--- config.mk ---
export PLATFORM = sky130hd
export DESIGN_NAME = ram_rw_ctrl_flat
export DESIGN_NICKNAME = d
export VERILOG_FILES = /design/src/rtl/ram_rw_ctrl_if.sv /design/src/rtl/ram_rw_ctrl.sv /design/src/flat_wrapper.sv
export SDC_FILE = /design/constraint.sdc
export NUM_CORES = 1
export LEC_CHECK = 0
export ABC_CLOCK_PERIOD_IN_PS = 5000
export CAP_MARGIN = 15
export CORE_MARGIN = 3
export CORE_UTILIZATION = 45
export CTS_BUF_LIST = sky130_fd_sc_hd__clkbuf_4
export CTS_CLUSTER_DIAMETER = 120
export DETAILED_ROUTE_END_ITERATION = 7
export PLACE_DENSITY = 0.7
export SYNTH_ARGS = -nofsm -noshare
export SYNTH_HDL_FRONTEND = slang
export SYNTH_SLANG_ARGS = --single-unit
--- constraint.sdc ---
create_clock -name sys_clk -period 5 [get_ports sys_clk]
set_input_delay 1.5 -clock sys_clk [delete_from_list [all_inputs] [get_ports sys_clk]]
set_output_delay 1.5 -clock sys_clk [all_outputs]
set_load 0.02 [all_outputs]
--- src/rtl/ram_rw_ctrl_if.sv ---
`default_nettype none
// ============================================================================
// Module   : ram_rw_ctrl_if
// Brief    : Bundles the key pulse, single-port RAM bus and display outputs
//            that the RAM read/write sequencer drives or observes.
// Revision : 1.0 - initial release
// ============================================================================
interface ram_rw_ctrl_if #(
    parameter int ADDR_W = 8,
    parameter int DATA_W = 8
);
    logic              key_flag;     // 1-cycle debounced key press
    logic [ADDR_W-1:0] ram_addr;
    logic              ram_wr_en;
    logic [DATA_W-1:0] ram_wr_data;
    logic              ram_rd_en;
    logic [DATA_W-1:0] ram_rd_data;  // registered RAM q, valid 1 clk after rd_en
    logic [DATA_W-1:0] disp_data;
    logic              disp_valid;
    logic [1:0]        mode;

    // Sequencer side
    modport master (
        input  key_flag,
        input  ram_rd_data,
        output ram_addr,
        output ram_wr_en,
        output ram_wr_data,
        output ram_rd_en,
        output disp_data,
        output disp_valid,
        output mode
    );

    // Environment side: key debouncer, RAM and display driver
    modport slave (
        output key_flag,
        output ram_rd_data,
        input  ram_addr,
        input  ram_wr_en,
        input  ram_wr_data,
        input  ram_rd_en,
        input  disp_data,
        input  disp_valid,
        input  mode
    );
endinterface
`default_nettype wire

--- src/rtl/ram_rw_ctrl.sv ---
`default_nettype none
// ============================================================================
// Module   : ram_rw_ctrl
// Brief    : Fills a single-port RAM with its own addresses once after reset,
//            then reads it back endlessly, holding each address for RD_HOLD
//            clocks and handing every read word to the display. A key press
//            toggles between reading and a frozen pause.
// Revision : 1.0 - initial release
// ============================================================================
module ram_rw_ctrl #(
    parameter int ADDR_W  = 8,
    parameter int DATA_W  = 8,
    parameter int RD_HOLD = 25_000_000
) (
    input  wire logic     sys_clk,
    input  wire logic     rst,
    ram_rw_ctrl_if.master bus
);

    // Hold counter only needs to reach RD_HOLD-1
    localparam int                HOLD_W    = (RD_HOLD > 2) ? $clog2(RD_HOLD) : 1;
    localparam logic [HOLD_W-1:0] HOLD_LAST = HOLD_W'(RD_HOLD - 1);
    localparam logic [ADDR_W-1:0] ADDR_LAST = {ADDR_W{1'b1}};

    // Encoding doubles as the externally visible mode value
    typedef enum logic [1:0] {
        ST_IDLE  = 2'd0,
        ST_WRITE = 2'd1,
        ST_READ  = 2'd2,
        ST_PAUSE = 2'd3
    } state_t;

    state_t            state_q, state_d;
    logic [ADDR_W-1:0] addr_q, addr_d;
    logic [HOLD_W-1:0] hold_q, hold_d;
    logic              cap_q, cap_d;
    logic [DATA_W-1:0] disp_data_q, disp_data_d;
    logic              disp_valid_q, disp_valid_d;

    logic              wr_en;
    logic              rd_en;
    logic [DATA_W-1:0] wr_data;

    // Sequencer next-state logic and RAM strobes decoded from current state
    always_comb begin
        state_d = state_q;
        addr_d  = addr_q;
        hold_d  = hold_q;
        wr_en   = 1'b0;
        rd_en   = 1'b0;
        wr_data = '0;

        case (state_q)
            ST_IDLE: begin
                // Single settling clock after reset, key presses ignored
                state_d = ST_WRITE;
                addr_d  = '0;
                hold_d  = '0;
            end

            ST_WRITE: begin
                // Each location is written with its own address
                wr_en   = 1'b1;
                wr_data = DATA_W'(addr_q);
                addr_d  = addr_q + 1'b1;
                if (addr_q == ADDR_LAST) begin
                    state_d = ST_READ;
                    addr_d  = '0;
                    hold_d  = '0;
                end
            end

            ST_READ: begin
                // One read at the start of each hold window
                rd_en = (hold_q == '0);
                if (bus.key_flag) begin
                    // Pause takes priority over the end-of-hold advance
                    state_d = ST_PAUSE;
                end else if (hold_q == HOLD_LAST) begin
                    hold_d = '0;
                    addr_d = addr_q + 1'b1;
                end else begin
                    hold_d = hold_q + 1'b1;
                end
            end

            ST_PAUSE: begin
                // Address and hold position stay frozen until the next key
                if (bus.key_flag) begin
                    state_d = ST_READ;
                end
            end

            default: begin
                state_d = ST_IDLE;
            end
        endcase
    end

    // Read capture: the cycle after rd_en the RAM q is latched for display
    always_comb begin
        cap_d        = rd_en;
        disp_valid_d = cap_q;
        disp_data_d  = cap_q ? bus.ram_rd_data : disp_data_q;
    end

    // State and datapath registers, reset returns everything to IDLE defaults
    always_ff @(posedge sys_clk) begin
        if (rst) begin
            state_q      <= ST_IDLE;
            addr_q       <= '0;
            hold_q       <= '0;
            cap_q        <= 1'b0;
            disp_data_q  <= '0;
            disp_valid_q <= 1'b0;
        end else begin
            state_q      <= state_d;
            addr_q       <= addr_d;
            hold_q       <= hold_d;
            cap_q        <= cap_d;
            disp_data_q  <= disp_data_d;
            disp_valid_q <= disp_valid_d;
        end
    end

    assign bus.ram_addr    = addr_q;
    assign bus.ram_wr_en   = wr_en;
    assign bus.ram_wr_data = wr_data;
    assign bus.ram_rd_en   = rd_en;
    assign bus.disp_data   = disp_data_q;
    assign bus.disp_valid  = disp_valid_q;
    assign bus.mode        = state_q;

`ifndef SYNTHESIS
    // Parameter legality and strobe exclusivity checks for simulation
    always_ff @(posedge sys_clk) begin
        a_rd_hold_min: assert (RD_HOLD >= 2)
            else $error("RD_HOLD must be at least 2");
        a_wr_rd_excl: assert (!(wr_en && rd_en))
            else $error("RAM write and read enables asserted together");
    end
`endif

endmodule
`default_nettype wire

--- src/flat_wrapper.sv ---
// flat-port wrapper written by rule: the top's interface ports become plain ports
module ram_rw_ctrl_flat 
#(
    parameter int ADDR_W  = 8,
    parameter int DATA_W  = 8,
    parameter int RD_HOLD = 25_000_000
)
  (sys_clk, rst, bus_key_flag, bus_ram_rd_data, bus_ram_addr, bus_ram_wr_en, bus_ram_wr_data, bus_ram_rd_en, bus_disp_data, bus_disp_valid, bus_mode);
  ram_rw_ctrl_if #(.ADDR_W(ADDR_W), .DATA_W(DATA_W)) bus_i ();
  input  wire logic sys_clk;
  input  wire logic rst;
  input wire logic [$bits(bus_i.key_flag)-1:0] bus_key_flag;
  input wire logic [$bits(bus_i.ram_rd_data)-1:0] bus_ram_rd_data;
  output wire logic [$bits(bus_i.ram_addr)-1:0] bus_ram_addr;
  output wire logic [$bits(bus_i.ram_wr_en)-1:0] bus_ram_wr_en;
  output wire logic [$bits(bus_i.ram_wr_data)-1:0] bus_ram_wr_data;
  output wire logic [$bits(bus_i.ram_rd_en)-1:0] bus_ram_rd_en;
  output wire logic [$bits(bus_i.disp_data)-1:0] bus_disp_data;
  output wire logic [$bits(bus_i.disp_valid)-1:0] bus_disp_valid;
  output wire logic [$bits(bus_i.mode)-1:0] bus_mode;
  assign bus_i.key_flag = bus_key_flag;
  assign bus_i.ram_rd_data = bus_ram_rd_data;
  assign bus_ram_addr = bus_i.ram_addr;
  assign bus_ram_wr_en = bus_i.ram_wr_en;
  assign bus_ram_wr_data = bus_i.ram_wr_data;
  assign bus_ram_rd_en = bus_i.ram_rd_en;
  assign bus_disp_data = bus_i.disp_data;
  assign bus_disp_valid = bus_i.disp_valid;
  assign bus_mode = bus_i.mode;
  ram_rw_ctrl #(.ADDR_W(ADDR_W), .DATA_W(DATA_W), .RD_HOLD(RD_HOLD)) u_core (.sys_clk(sys_clk), .rst(rst), .bus(bus_i));
endmodule
# --- Word level (Yosys, flattened, before mapping) ---
# Cells that the tools add are included.
op_classes:
  addsub: 2
  n_eq_ne: 10
  muxes: 15
  reduce_logical: 6
op_table:
  columns: ["op", "n"]
  rows:
  - ["$mux W25", 3]
  - ["$pmux W25 S3", 1]
  - ["$mux W8", 4]
  - ["$add A25 B1 Y25 const B", 1]
  - ["$eq A25 B25 Y1 const B", 1]
  - ["$logic_not A25 Y1", 1]
  - ["$pmux W8 S3", 1]
  - ["$reduce_and A3 Y1", 3]
  - ["$add A8 B1 Y8 const B", 1]
  - ["$eq A8 B8 Y1 const B", 1]
  - ["$pmux W2 S4", 1]
  - ["$mux W2", 3]
  - ["$ne A2 B2 Y1 const B", 3]
  - ["$eq A2 B2 Y1 const B", 2]
  - ["$ne A2 B1 Y1 const B", 2]
  - ["$reduce_bool A3 Y1", 1]
  - ["$eq A2 B1 Y1 const B", 1]
  - ["$logic_not A2 Y1", 1]
  - ["$mux W1", 2]
word_totals:
  regBits: 45
  input_bits: 11
  output_inout_bits: 29
  elab_cells: 39

# --- Depth between registers and ports, before layout ---
logic_depth:
  word_depth: 4
  depth_mapped: 8

# --- Worst setup path before layout ---
# No wires, ideal clock.
synth_timing:
  kind: "flip-flop to output port"
  startpoint: "reg u_core.state_q[1], in the netlist u_core.bus.mode[1]"
  endpoint: "out bus_ram_rd_en"
  t_arrival_ns: 1.510
  t_required_ns: 3.500
  setup_slack_ns: 1.990
  path_stages_with_launch: 5
  path_buffers: 1
  cell_sequence: "dfxtp_1 ha_1 buf_4 nand3b_1 nor3_1"
synth_via:
  elab_chain_len: 2
synth_rtl:
  columns: ["element", "line_no", "text"]
  rows:
  - ["start: declaration", "ram_rw_ctrl.sv:33", "state_t state_q, state_d;"]
  - ["start signal: assignment", "ram_rw_ctrl.sv:117", "state_q <= state_d;"]
  - ["$eq A2 B2 Y1", "ram_rw_ctrl.sv:53", "case (state_q)"]
  - ["$mux W1", "ram_rw_ctrl.sv:53", null]
  - ["end: declaration", "flat_wrapper.sv:17", "output wire logic [$bits(bus_i.ram_rd_en)-1:0] bus_ram_rd_en;"]
# No other way between the ends.

# --- Final worst setup path ---
layout_timing:
  startpoint: "reg u_core.state_q[0], in the netlist u_core.bus.mode[0]"
  endpoint: "out bus_ram_rd_en"
# Same word-level chain as after synthesis.

==> results.sh <==
export IMPL_outcome="complete, no violations"
export IMPL_io_buffers=39
export IMPL_critPathCaptureType="output port"
export IMPL_arrival_ns=2.31
export IMPL_cts_tree="yes"
export IMPL_dp_slack_ns=1.57
export IMPL_antenna_found_initial=0
export IMPL_drtIter0Drc=125
export IMPL_h_tree_depth=2
export IMPL_ys_flop_type="dfxtp_1"
export IMPL_cp_depth=5
export IMPL_yosysSeqAreaShare_pct=38.2
export IMPL_hold_path_depth=2
export IMPL_finalSetupTns_ns=0
export IMPL_max_freq_mhz=262
export IMPL_path_cells="inv_1 -> ha_1 -> nand3b_1 -> nor3_1 -> clkdlybuf4s50_1"
export IMPL_die_width_um=78.4
export IMPL_worst_path_buf_inv=2
export IMPL_worstRegToRegCells=6
export IMPL_finalClockSkew_ns=0.0144
export IMPL_cap_viol_max_count=0
export IMPL_final_cell_mix="45 x dfxtp_1, 39 x clkdlybuf4s50_1, 37 x nor2_1"
export IMPL_fin_ws_ns=1.19
export IMPL_hold_viol=0
export IMPL_powerDensity_nw_per_um2=381
export IMPL_min_period_over_period_pct=76.2
export IMPL_ioPinCount=40
export IMPL_die_h_um=78.4
export IMPL_coreArea_um2=4880
export IMPL_postCtsSetupBuffers=0
export IMPL_rsz0062_at_grt="no"
export IMPL_worstSkewPairLatency_ns=0.37
export IMPL_cp_required_ns=3.50
export IMPL_syn_to_final_growth_pct=21.7
export IMPL_synth_nets=291
export IMPL_dr_pass1_iters=4
export IMPL_cp_slowest_cell="clkdlybuf4s50_1"
export IMPL_drt_wl_total_mm=5.40
export IMPL_die_area_um2=6140
export IMPL_cts_clk_slew_worst_paths_ns=0.14
export IMPL_avgViaCountPerCell=5.64
export IMPL_worst_pin_slew_ns=0.877
export IMPL_slew_headroom_pct=41.5
export IMPL_synth_cells=272
export IMPL_drive_above_1_share_pct=5.19
export IMPL_cp_max_fo=13
export IMPL_initial_utilization_pct=48.3
export IMPL_drc=0
export IMPL_synth_edf_count=0
export IMPL_critPathMaxStageDelay_ns=0.64
export IMPL_dp_hpwl_mm=3.70
export IMPL_ctsHoldBuffers=0
export IMPL_grt_overflow=0
export IMPL_cts_root_buf="clkbuf_4"
export IMPL_hold_path_class="reg -> reg"
export IMPL_grt_pass1_vias=2051
export IMPL_cts_sinks=45
export IMPL_ant_nets=0
export IMPL_wl_per_cell_um=14.4
export IMPL_syn_area_per_cell_um2=8.66
export IMPL_async_flop_share_pct=0
export IMPL_final_common_cell="dfxtp_1"
export IMPL_grt_use_total_pct=19.5
export IMPL_power_leakage_nw=0.940
export IMPL_syn_cell_area_um2=2360
export IMPL_grt_max_degree=26
export IMPL_slew_violations=0
export IMPL_ir_worst_vdd_mv=0.273
export IMPL_clk_path_buf_depth=2
export IMPL_ctsResizeCount=0
export IMPL_crit_type="reg -> out"
export IMPL_rows=25
export IMPL_synth_cell_types=45
export IMPL_vias=2115
export IMPL_finalSetupViolCount=0
export IMPL_final_nets=326
export IMPL_path_delay_family="buffers and inverters"
export IMPL_grt_pass1_wl_mm=9.65
export IMPL_crit_path_start_kind="register"
export IMPL_yosysWarnings=0
export IMPL_synth_seq_cells=45
export IMPL_cts_made_buffers=5
export IMPL_n_antenna_cell=0
export IMPL_gp_congestion=0.856
export IMPL_min_period_ns=3.81
==> worst register-to-register path, cell delays in order, from the launching register on <==
cell and delay, ns:
dfxtp_1 0.38, inv_1 0.10, ha_1 0.40, o21a_1 0.77, nor2_1 0.19, a21o_2 0.41, a21oi_1 0.18
==> area by class of cell <==
class | count | area, um2
fillers | 455 | 2010
multi-input cells | 210 | 1370
flip-flops and latches | 45 | 901
repair buffers | 39 | 390
well taps | 67 | 83.8
clock inverters | 3 | 65.1
clock buffers | 5 | 37.5
inverters | 6 | 22.5
==> metal layers <==
| metal | global-route usage, % | part of all wire (%) | up-vias |
|---|---|---|---|
| li1 | - | - | 1054 |
| met1 | 26.2 | 46 | 1005 |
| met2 | 30.1 | 48 | 47 |
| met3 | 4.36 | 4.4 | 9 |
| met4 | 7.87 | 1.4 | 0 |
| met5 | 0 | 0 | - |
==> through the flow <==
stage / power (mW) / util, % / area, um2 / hold WS [ns] / cells
floorplan: 0.712 / - / 2360 / 0.462 / 272
global route: 1.17 / 58.8 / 2870 / 0.536 / 375
global placement: 0.819 / 56.7 / 2770 / 0.471 / 367
finish: 1.09 / 58.8 / 2870 / 0.516 / 375
CTS: 1.10 / 58.8 / 2870 / 0.524 / 375
detailed placement: 0.821 / 56.7 / 2770 / 0.489 / 367
==> final timing paths <==
path | startpoint | to | slack [ns]
min reg2reg | u_core.bus.disp_data[0] | u_core.bus.disp_data[0] | 0.52
max | u_core.bus.mode[0] | bus_ram_rd_en | 1.19
min | u_core.bus.disp_data[0] | u_core.bus.disp_data[0] | 0.52
max reg2reg | u_core.bus.mode[1] | u_core.hold_q[13] | 2.50
==> power breakdown <==
group	switching [mW]	internal (mW)	leakage [nW]	total [mW]
Clock	0.124	0.155	0.0552	0.279
Combinational	0.254	0.150	0.522	0.404
Sequential	0.0285	0.382	0.363	0.410
Total	0.407	0.686	0.940	1.09
==> kinds of logic after synthesis <==
kind of cell	Yosys count	share of synthesized area, %
XOR/XNOR	23	8.55
AO/OA/AOI/OAI	34	9.77
flip-flops	45	38.2
adder cells (fa/ha/maj)	8	4.25
AND/OR/NAND/NOR	136	31.6
buffers and inverters	17	3.72
multiplexers	9	3.88
==> flip-flops by register name (all words and copies together), names as in the netlist <==
name	flops
u_core.bus.disp_data	8
u_core.cap_q	1
u_core.bus.disp_valid	1
u_core.bus.ram_addr	8
u_core.bus.mode	2
u_core.hold_q	25
==> synthesized netlist by cell type, types with 2 or more instances <==
master | count | area [um2]
a21oi_1 | 9 | 45.0
nor3b_1 | 3 | 22.5
o21ai_0 | 9 | 45.0
o21a_1 | 2 | 15.0
inv_1 | 6 | 22.5
nor2b_1 | 2 | 12.5
and2_1 | 10 | 62.6
mux2i_1 | 8 | 80.1
dfxtp_1 | 45 | 901
and3_1 | 3 | 18.8
xnor2_1 | 22 | 193
a32o_1 | 4 | 40.0
nand3_1 | 14 | 70.1
nor3_1 | 12 | 60.1
nor2_1 | 37 | 139
ha_1 | 8 | 100
o31ai_1 | 2 | 15.0
buf_4 | 3 | 22.5
nand4_1 | 8 | 50.1
nor4_1 | 18 | 113
nand4b_1 | 3 | 26.3
and4_1 | 3 | 26.3
nand2_1 | 14 | 52.6
clkbuf_1 | 5 | 18.8
nor4b_1 | 2 | 17.5
Power figures use the tool's default switching activity.
